--- src/rtl/menu_controller.sv ---
`default_nettype none
// ============================================================================
// Module      : menu_controller
// Description : Front-panel sequencer. Conditions three active-low push-buttons
//               (2-FF synchroniser + debounce, auto-repeat on UP/DOWN), walks
//               the menu state machine, edits temperature / humidity setpoints,
//               time of day and sunrise time, runs the time-of-day clock from a
//               one-minute tick, and returns to IDLE after inactivity.
// Ports       : CLOCK_50        system clock
//               RESET_N         synchronous active-low reset
//               KEY_NEXT/UP/DOWN raw asynchronous active-low buttons
//               MINUTE_TICK     one-cycle pulse per minute
//               MENU_STATE      current menu state (0..6)
//               SET_TEMP_F      temperature setpoint, degrees F
//               SET_HUM         humidity setpoint, %
//               TIME_HOURS/MINUTES, SUNRISE_HOURS/MINUTES  clock fields
// Revision    : 1.0 - initial release
// ============================================================================
module menu_controller #(
    parameter int DEBOUNCE_CYCLES = 500000,
    parameter int REPEAT_DELAY    = 25000000,
    parameter int REPEAT_PERIOD   = 5000000,
    parameter int TIMEOUT_CYCLES  = 500000000,
    parameter int TEMP_MIN        = 40,
    parameter int TEMP_MAX        = 100,
    parameter int TEMP_DEFAULT    = 75,
    parameter int HUM_MIN         = 0,
    parameter int HUM_MAX         = 100,
    parameter int HUM_DEFAULT     = 50
) (
    input  logic        CLOCK_50,
    input  logic        RESET_N,
    input  logic        KEY_NEXT,
    input  logic        KEY_UP,
    input  logic        KEY_DOWN,
    input  logic        MINUTE_TICK,
    output logic [3:0]  MENU_STATE,
    output logic [11:0] SET_TEMP_F,
    output logic [7:0]  SET_HUM,
    output logic [4:0]  TIME_HOURS,
    output logic [5:0]  TIME_MINUTES,
    output logic [4:0]  SUNRISE_HOURS,
    output logic [5:0]  SUNRISE_MINUTES
);

    typedef enum logic [3:0] {
        ST_IDLE   = 4'd0,
        ST_TEMP   = 4'd1,
        ST_HUM    = 4'd2,
        ST_TIME_H = 4'd3,
        ST_TIME_M = 4'd4,
        ST_SUN_H  = 4'd5,
        ST_SUN_M  = 4'd6
    } menu_state_t;

    localparam int RP_MAX = (REPEAT_DELAY > REPEAT_PERIOD) ? REPEAT_DELAY : REPEAT_PERIOD;
    localparam int DB_W   = $clog2(DEBOUNCE_CYCLES + 1);
    localparam int RP_W   = $clog2(RP_MAX + 1);
    localparam int TO_W   = $clog2(TIMEOUT_CYCLES + 1);

    localparam logic [DB_W-1:0] c_db_last     = DB_W'(DEBOUNCE_CYCLES - 1);
    localparam logic [RP_W-1:0] c_delay_last  = RP_W'(REPEAT_DELAY - 1);
    localparam logic [RP_W-1:0] c_period_last = RP_W'(REPEAT_PERIOD - 1);
    localparam logic [TO_W-1:0] c_to_limit    = TO_W'(TIMEOUT_CYCLES);
    localparam logic [11:0]     c_temp_min    = 12'(TEMP_MIN);
    localparam logic [11:0]     c_temp_max    = 12'(TEMP_MAX);
    localparam logic [11:0]     c_temp_def    = 12'(TEMP_DEFAULT);
    localparam logic [7:0]      c_hum_min     = 8'(HUM_MIN);
    localparam logic [7:0]      c_hum_max     = 8'(HUM_MAX);
    localparam logic [7:0]      c_hum_def     = 8'(HUM_DEFAULT);

    // Key index: 0 = NEXT, 1 = UP, 2 = DOWN
    logic [2:0] key_raw;
    logic [2:0] press_evt;
    logic [2:0] rep_evt;

    assign key_raw = {KEY_DOWN, KEY_UP, KEY_NEXT};

    for (genvar i = 0; i < 3; i++) begin : g_key
        logic            sync1_q;
        logic            sync2_q;
        logic            deb_q;     // debounced level, 1 = pressed
        logic            deb_d;
        logic [DB_W-1:0] db_cnt_q;
        logic [DB_W-1:0] db_cnt_d;
        logic            armed_q;   // key has been seen released since reset
        logic            armed_d;
        logic            press_q;
        logic            press_d;

        always_comb begin
            deb_d    = deb_q;
            db_cnt_d = '0;
            if ((~sync2_q) != deb_q) begin
                if (db_cnt_q == c_db_last) begin
                    deb_d = ~sync2_q;
                end else begin
                    db_cnt_d = db_cnt_q + 1'b1;
                end
            end
            // A key held through reset must be released before it can
            // produce any event, so arming waits for a released level.
            armed_d = armed_q | (~deb_q & sync2_q);
            press_d = deb_d & ~deb_q & armed_q;
        end

        always_ff @(posedge CLOCK_50) begin
            if (!RESET_N) begin
                // Synchronisers start at the pressed level so a key already
                // held low at reset never looks like a fresh release.
                sync1_q  <= 1'b0;
                sync2_q  <= 1'b0;
                deb_q    <= 1'b0;
                db_cnt_q <= '0;
                armed_q  <= 1'b0;
                press_q  <= 1'b0;
            end else begin
                sync1_q  <= key_raw[i];
                sync2_q  <= sync1_q;
                deb_q    <= deb_d;
                db_cnt_q <= db_cnt_d;
                armed_q  <= armed_d;
                press_q  <= press_d;
            end
        end

        assign press_evt[i] = press_q;

        if (i == 0) begin : g_no_repeat
            assign rep_evt[i] = 1'b0;
        end else begin : g_repeat
            logic [RP_W-1:0] rep_cnt_q;
            logic [RP_W-1:0] rep_cnt_d;
            logic            rep_done_q;  // initial delay has elapsed
            logic            rep_done_d;
            logic            rep_q;
            logic            rep_d;

            always_comb begin
                rep_cnt_d  = '0;
                rep_done_d = 1'b0;
                rep_d      = 1'b0;
                if (deb_q && armed_q) begin
                    rep_done_d = rep_done_q;
                    if (rep_cnt_q == (rep_done_q ? c_period_last : c_delay_last)) begin
                        rep_d      = 1'b1;
                        rep_done_d = 1'b1;
                    end else begin
                        rep_cnt_d = rep_cnt_q + 1'b1;
                    end
                end
            end

            always_ff @(posedge CLOCK_50) begin
                if (!RESET_N) begin
                    rep_cnt_q  <= '0;
                    rep_done_q <= 1'b0;
                    rep_q      <= 1'b0;
                end else begin
                    rep_cnt_q  <= rep_cnt_d;
                    rep_done_q <= rep_done_d;
                    rep_q      <= rep_d;
                end
            end

            assign rep_evt[i] = rep_q;
        end
    end

    logic next_evt;
    logic up_evt;
    logic down_evt;
    logic any_evt;

    // NEXT never auto-repeats; its repeat slot is tied low.
    assign next_evt = press_evt[0] | rep_evt[0];
    assign up_evt   = press_evt[1] | rep_evt[1];
    assign down_evt = press_evt[2] | rep_evt[2];
    assign any_evt  = next_evt | up_evt | down_evt;

    function automatic logic [4:0] hour_step(input logic [4:0] h, input logic up);
        if (up) return (h == 5'd23) ? 5'd0 : h + 5'd1;
        return (h == 5'd0) ? 5'd23 : h - 5'd1;
    endfunction

    function automatic logic [5:0] minute_step(input logic [5:0] m, input logic up);
        if (up) return (m == 6'd59) ? 6'd0 : m + 6'd1;
        return (m == 6'd0) ? 6'd59 : m - 6'd1;
    endfunction

    menu_state_t     state_q, state_d;
    logic [11:0]     temp_q, temp_d;
    logic [7:0]      hum_q, hum_d;
    logic [4:0]      time_h_q, time_h_d;
    logic [5:0]      time_m_q, time_m_d;
    logic [4:0]      sun_h_q, sun_h_d;
    logic [5:0]      sun_m_q, sun_m_d;
    logic [TO_W-1:0] to_cnt_q, to_cnt_d;

    always_comb begin
        state_d  = state_q;
        temp_d   = temp_q;
        hum_d    = hum_q;
        time_h_d = time_h_q;
        time_m_d = time_m_q;
        sun_h_d  = sun_h_q;
        sun_m_d  = sun_m_q;
        to_cnt_d = to_cnt_q;

        // NEXT has priority; UP together with DOWN cancels out.
        if (next_evt) begin
            state_d = (state_q == ST_SUN_M) ? ST_IDLE : menu_state_t'(state_q + 4'd1);
        end else if (up_evt ^ down_evt) begin
            case (state_q)
                ST_TEMP: begin
                    if (up_evt) begin
                        if (temp_q < c_temp_max) temp_d = temp_q + 12'd1;
                    end else if (temp_q > c_temp_min) begin
                        temp_d = temp_q - 12'd1;
                    end
                end
                ST_HUM: begin
                    if (up_evt) begin
                        if (hum_q < c_hum_max) hum_d = hum_q + 8'd1;
                    end else if (hum_q > c_hum_min) begin
                        hum_d = hum_q - 8'd1;
                    end
                end
                ST_TIME_H: time_h_d = hour_step(time_h_q, up_evt);
                ST_TIME_M: time_m_d = minute_step(time_m_q, up_evt);
                ST_SUN_H:  sun_h_d  = hour_step(sun_h_q, up_evt);
                ST_SUN_M:  sun_m_d  = minute_step(sun_m_q, up_evt);
                default:   ;
            endcase
        end

        // The running clock stays frozen while its fields are being edited.
        if (MINUTE_TICK && (state_q != ST_TIME_H) && (state_q != ST_TIME_M)) begin
            time_m_d = minute_step(time_m_q, 1'b1);
            if (time_m_q == 6'd59) time_h_d = hour_step(time_h_q, 1'b1);
        end

        if ((state_q == ST_IDLE) || any_evt) begin
            to_cnt_d = '0;
        end else if (to_cnt_q == c_to_limit) begin
            to_cnt_d = '0;
            state_d  = ST_IDLE;
        end else begin
            to_cnt_d = to_cnt_q + 1'b1;
        end
    end

    always_ff @(posedge CLOCK_50) begin
        if (!RESET_N) begin
            state_q  <= ST_IDLE;
            temp_q   <= c_temp_def;
            hum_q    <= c_hum_def;
            time_h_q <= 5'd12;
            time_m_q <= 6'd0;
            sun_h_q  <= 5'd6;
            sun_m_q  <= 6'd0;
            to_cnt_q <= '0;
        end else begin
            state_q  <= state_d;
            temp_q   <= temp_d;
            hum_q    <= hum_d;
            time_h_q <= time_h_d;
            time_m_q <= time_m_d;
            sun_h_q  <= sun_h_d;
            sun_m_q  <= sun_m_d;
            to_cnt_q <= to_cnt_d;
        end
    end

    assign MENU_STATE      = state_q;
    assign SET_TEMP_F      = temp_q;
    assign SET_HUM         = hum_q;
    assign TIME_HOURS      = time_h_q;
    assign TIME_MINUTES    = time_m_q;
    assign SUNRISE_HOURS   = sun_h_q;
    assign SUNRISE_MINUTES = sun_m_q;

endmodule
`default_nettype wire

--- config.mk ---
export PLATFORM = sky130hd
export DESIGN_NAME = menu_controller
export DESIGN_NICKNAME = d
export VERILOG_FILES = /design/src/rtl/menu_controller.sv
export SDC_FILE = /design/constraint.sdc
export NUM_CORES = 1
export LEC_CHECK = 0
export CAP_MARGIN = 5
export CORE_MARGIN = 2
export CORE_UTILIZATION = 54
export DETAILED_ROUTE_END_ITERATION = 10
export GPL_ROUTABILITY_DRIVEN = 0
export PLACE_DENSITY = 0.76
export SETUP_SLACK_MARGIN = 0.1
export SYNTH_ARGS = -nofsm -noshare
export SYNTH_HDL_FRONTEND = slang
export SYNTH_SLANG_ARGS = --single-unit
--- constraint.sdc ---
create_clock -name CLOCK_50 -period 2.8 [get_ports CLOCK_50]
set_clock_uncertainty 0.05 [all_clocks]
set_input_delay 0.28 -clock CLOCK_50 [delete_from_list [all_inputs] [get_ports CLOCK_50]]
set_output_delay 0.28 -clock CLOCK_50 [all_outputs]
set_load 0.01 [all_outputs]
==> flow_results.xml <==
<?xml version="1.0" encoding="UTF-8"?>
<metrics>
  <group name="timing">
    <metric name="rsz_0062_raised_after_global_routing" unit="">no</metric>
    <metric name="hold_viol_final" unit="">0</metric>
    <metric name="fmax" unit="MHz">405</metric>
    <metric name="fin_setup_tns" unit="ns">0</metric>
    <metric name="timing.final.crit_period" unit="ns">2.47</metric>
    <metric name="relative_max_transition_margin" unit="%">45.2</metric>
    <metric name="timing.final.crit_share" unit="%">88.3</metric>
    <metric name="tightestPinTransition" unit="ns">0.815</metric>
    <metric name="holdWs" unit="ns">0.113</metric>
    <metric name="maxSlewViolCount" unit="">0</metric>
    <metric name="setup-violations-final" unit="">0</metric>
  </group>
  <group name="cts">
    <metric name="tritoncts_buffers" unit="">22</metric>
    <metric name="worst_skew_pair.late_latency" unit="ns">0.50</metric>
    <metric name="htree_num_levels" unit="">1</metric>
    <metric name="number_of_clock_sinks" unit="">201</metric>
    <metric name="cts_post_setup_buffers_inserted" unit="">0</metric>
    <metric name="cts_buffer_depth" unit="">3</metric>
    <metric name="clk_pin_slew_worst_paths" unit="ns">0.06</metric>
    <metric name="postCtsHoldBufs" unit="">0</metric>
    <metric name="post_cts.resized_instances" unit="">0</metric>
    <metric name="cts_root_buffer" unit="">clkbuf_16</metric>
    <metric name="tritoncts" unit="">yes</metric>
  </group>
  <group name="yosys">
    <metric name="predominant_post_synthesis_flop_cell" unit="">dfxtp_1</metric>
    <metric name="edff_count_synth" unit="">0</metric>
    <metric name="synth_simple_gate_area_share" unit="%">31.1</metric>
    <metric name="syn-instance-count" unit="">1186</metric>
    <metric name="post_synth_instance_area" unit="mm^2">0.00989</metric>
    <metric name="yosys-top-cells-area" unit="">dfxtp_1 (41%), nor2_1 (7.4%), xor2_1 (6.7%)</metric>
    <metric name="synth-compound-area-share" unit="%">9.34</metric>
    <metric name="synth_cell_types" unit="">67</metric>
    <metric name="ys_seq_elements" unit="">201</metric>
    <metric name="synth.top_cell.area_share" unit="%">40.7</metric>
    <metric name="ys.warnings.count" unit="">0</metric>
    <metric name="synth.area.mux_share" unit="%">0.835</metric>
    <metric name="async_reset_ff_share" unit="%">0</metric>
    <metric name="mappedNetlistNets" unit="">1214</metric>
    <metric name="synth-adder-area-share" unit="%">2.78</metric>
    <metric name="synth.yosys.seq_area_share" unit="%">40.7</metric>
    <metric name="post-synth-top-area-cell" unit="">dfxtp_1</metric>
    <metric name="synth_xor_xnor_area_share" unit="%">12.0</metric>
    <metric name="synth_area_per_cell" unit="um^2">8.34</metric>
    <metric name="synth_top_family_by_area" unit="">simple AND/OR/NAND/NOR gates</metric>
  </group>
  <group name="worst_setup_path">
    <metric name="path_class" unit="">flip-flop to flip-flop</metric>
    <metric name="cp_slowest_stage_delay" unit="ns">0.60</metric>
    <metric name="timing.critical_path.from_type" unit="">flip-flop</metric>
    <metric name="worst_setup_path_endpoint" unit="">to_cnt_q[7]$_SDFF_PP0_</metric>
    <metric name="cp-startpoint" unit="">to_cnt_q[0]$_SDFF_PP0_</metric>
    <metric name="worst_r2r_endpoint" unit="">to_cnt_q[7]$_SDFF_PP0_</metric>
    <metric name="data_arrival_time_of_the_critical_path" unit="ns">2.78</metric>
    <metric name="ff2ff_path_depth" unit="">7</metric>
    <metric name="crit_slowest_cell" unit="">or3b_2</metric>
    <metric name="end_kind" unit="">flip-flop</metric>
    <metric name="cp.required" unit="ns">3.11</metric>
    <metric name="reg2reg_from" unit="">to_cnt_q[0]$_SDFF_PP0_</metric>
    <metric name="timing.reg2reg.setup_slack" unit="ns">0.33</metric>
    <metric name="crit_chain" unit="">inv_1, ha_1, nor4bb_1, nand4_1, or4_1, or3b_2, nor2_1</metric>
    <metric name="crit_fanout" unit="">29</metric>
  </group>
  <group name="run">
    <metric name="timing.max_cap.violations" unit="">0</metric>
  </group>
  <group name="global_route">
    <metric name="global_route.usage.met1" unit="%">29.0</metric>
    <metric name="use_met3" unit="%">3.79</metric>
    <metric name="first_global_vias" unit="">7589</metric>
    <metric name="grt_start_max_net_pins" unit="">31</metric>
    <metric name="number_of_antenna_violations_at_the_first_check_in_global_routing" unit="">0</metric>
    <metric name="layer_carrying_the_most_global_route_usage" unit="">met2</metric>
    <metric name="wire_length_of_the_first_global_routing_pass" unit="mm">35.7</metric>
    <metric name="groute.usage.overall" unit="%">21.1</metric>
    <metric name="grt_overflow_total" unit="">0</metric>
    <metric name="global_route.usage.met2" unit="%">33.9</metric>
  </group>
  <group name="power_and_ir_drop">
    <metric name="power.leakage" unit="uW">0.00377</metric>
    <metric name="fin_total_pwr" unit="uW">5770</metric>
    <metric name="ir_drop" unit="mV">0.637</metric>
    <metric name="cellPowerDensity" unit="mW/mm^2">509</metric>
  </group>
  <group name="final_layout">
    <metric name="nets" unit="">1261</metric>
    <metric name="area_growth" unit="%">14.6</metric>
    <metric name="ant_diodes" unit="">0</metric>
    <metric name="drive_above_1_share" unit="%">6.34</metric>
  </group>
  <group name="die">
    <metric name="dieArea" unit="mm^2">0.0194</metric>
    <metric name="die_w" unit="um">139</metric>
    <metric name="placeableCoreArea" unit="mm^2">0.0180</metric>
    <metric name="number_of_ports_placed_on_the_die_boundary" unit="">52</metric>
    <metric name="num_rows" unit="">49</metric>
    <metric name="die_y" unit="um">139</metric>
    <metric name="initial_core_util" unit="%">55.0</metric>
  </group>
  <group name="placement">
    <metric name="port_buffers" unit="">51</metric>
    <metric name="hpwl" unit="mm">14.1</metric>
  </group>
  <group name="routing">
    <metric name="num_vias" unit="">8418</metric>
    <metric name="drt_pre_antenna_iters" unit="">7</metric>
    <metric name="postRouteAntennaNets" unit="">0</metric>
    <metric name="drt-total-wl" unit="mm">20.8</metric>
    <metric name="remaining_drc_errors" unit="">0</metric>
    <metric name="drtIter0Drc" unit="">501</metric>
    <metric name="routedWlPerCell" unit="um">14.1</metric>
    <metric name="post_drt_via_cell_ratio" unit="">5.70</metric>
  </group>
  <group name="min_path">
    <metric name="min-delay-path-class" unit="">input port to flip-flop</metric>
  </group>
  <group name="run_status">
    <metric name="result_of_the_run" unit="">complete, no violations</metric>
  </group>
</metrics>
==> sequential cells by signal, summed over array words and instances, names as in the netlist, 4 cells and up <==
register,count
SET_TEMP_F,12
SUNRISE_MINUTES,6
MENU_STATE,4
TIME_HOURS,5
g_key.db_cnt_q,57
SET_HUM,8
to_cnt_q,29
TIME_MINUTES,6
g_key.g_repeat.rep_cnt_q,50
SUNRISE_HOURS,5
==> final cells by class <==
| cell class | instances | area [um^2] |
|---|---|---|
| sequential | 201 | 4030 |
| clock inverter | 4 | 20.0 |
| clock buffer | 34 | 657 |
| multi-input combinational | 902 | 5560 |
| inverter | 36 | 135 |
| fill | 1591 | 6630 |
| tap | 229 | 287 |
| timing repair buffer | 70 | 648 |
==> Yosys cell counts (14+ instances only) <==
cell	number
or3_1	16
nor4_1	24
nand2_1	89
dfxtp_1	201
o21ai_0	25
or4_1	14
and3_1	27
nand3_1	72
and2_1	14
nand4_1	40
xor2_1	76
xnor2_1	58
clkbuf_1	39
nor2_1	195
ha_1	22
nor3_1	33
inv_1	35
a21oi_1	39
==> through the flow <==
stage | instance area, um^2 | instances | setup slack (ns) | utilization [%]
2_1_floorplan | 9930 | 1186 | 0.128 | -
3_3_place_gp | 10700 | 1438 | 0.399 | 59.3
3_5_place_dp | 10700 | 1438 | 0.349 | 59.3
4_1_cts | 11300 | 1476 | 0.346 | 63.1
5_1_grt | 11300 | 1476 | 0.107 | 63.1
6_report | 11300 | 1476 | 0.328 | 63.1
==> power breakdown <==
part,internal (uW),switching (uW)
Sequential,2880,26.7
Combinational,62.1,91.8
Clock,1600,1100
Total,4550,1220
==> cells by family after synthesis <==
kind of cell | Yosys count
DFF | 201
AOI/OAI and AO/OA | 137
adders and majority gates | 22
xor gates and xnor gates | 135
and+or+nand+nor | 600
buffers and inverters | 83
muxes | 8
==> per-layer routing <==
| metal | vias up | wire (um) |
|---|---|---|
| met4 | 0 | 456 |
| met3 | 32 | 1050 |
| li1 | 4273 | - |
| met5 | - | 0 |
| met2 | 172 | 9430 |
| met1 | 3941 | 9910 |
==> placed cells by master (no fill, tap or decap), types with 9 or more instances in the layout <==
master           instances
a21oi_1                 38
nand3_1                 72
nand4_1                 40
buf_4                   19
xor2_1                  76
a31oi_1                  9
and3_1                  27
ha_1                    21
clkbuf_16               23
nor4b_1                 12
xnor2_1                 58
or4_1                   12
and4_1                  12
o21ai_0                 25
nand2_1                 89
nor4_1                  24
nor3b_1                 11
nor3_1                  33
inv_1                   35
dfxtp_1                200
clkdlybuf4s50_1         50
nand2b_1                 9
and2_1                  14
nor2_1                 195
or3_1                   16
==> worst max-delay path, delay by kind of cell (launching register included) <==
family,cells,cell delay (ns)
and+or+nand+nor,5,1.72
adders and majority gates,1,0.14
DFF,1,0.33
buffers and inverters,1,0.06
==> worst min path at each step <==
stage	cells after the start	startpoint	to
final	2	RESET_N	SET_TEMP_F[0]$_SDFFE_PN1P_
after global routing	2	RESET_N	SET_TEMP_F[1]$_SDFFE_PN1P_
after CTS	2	RESET_N	SET_TEMP_F[0]$_SDFFE_PN1P_
after detailed placement	1	g_key[0].sync1_q$_SDFF_PN0_	g_key[0].sync2_q$_SDFF_PN0_
after global placement	1	g_key[2].sync1_q$_SDFF_PN0_	g_key[2].sync2_q$_SDFF_PN0_
after floorplan	1	KEY_NEXT	g_key[0].sync1_q$_SDFF_PN0_
Power figures use the tool's default switching activity.
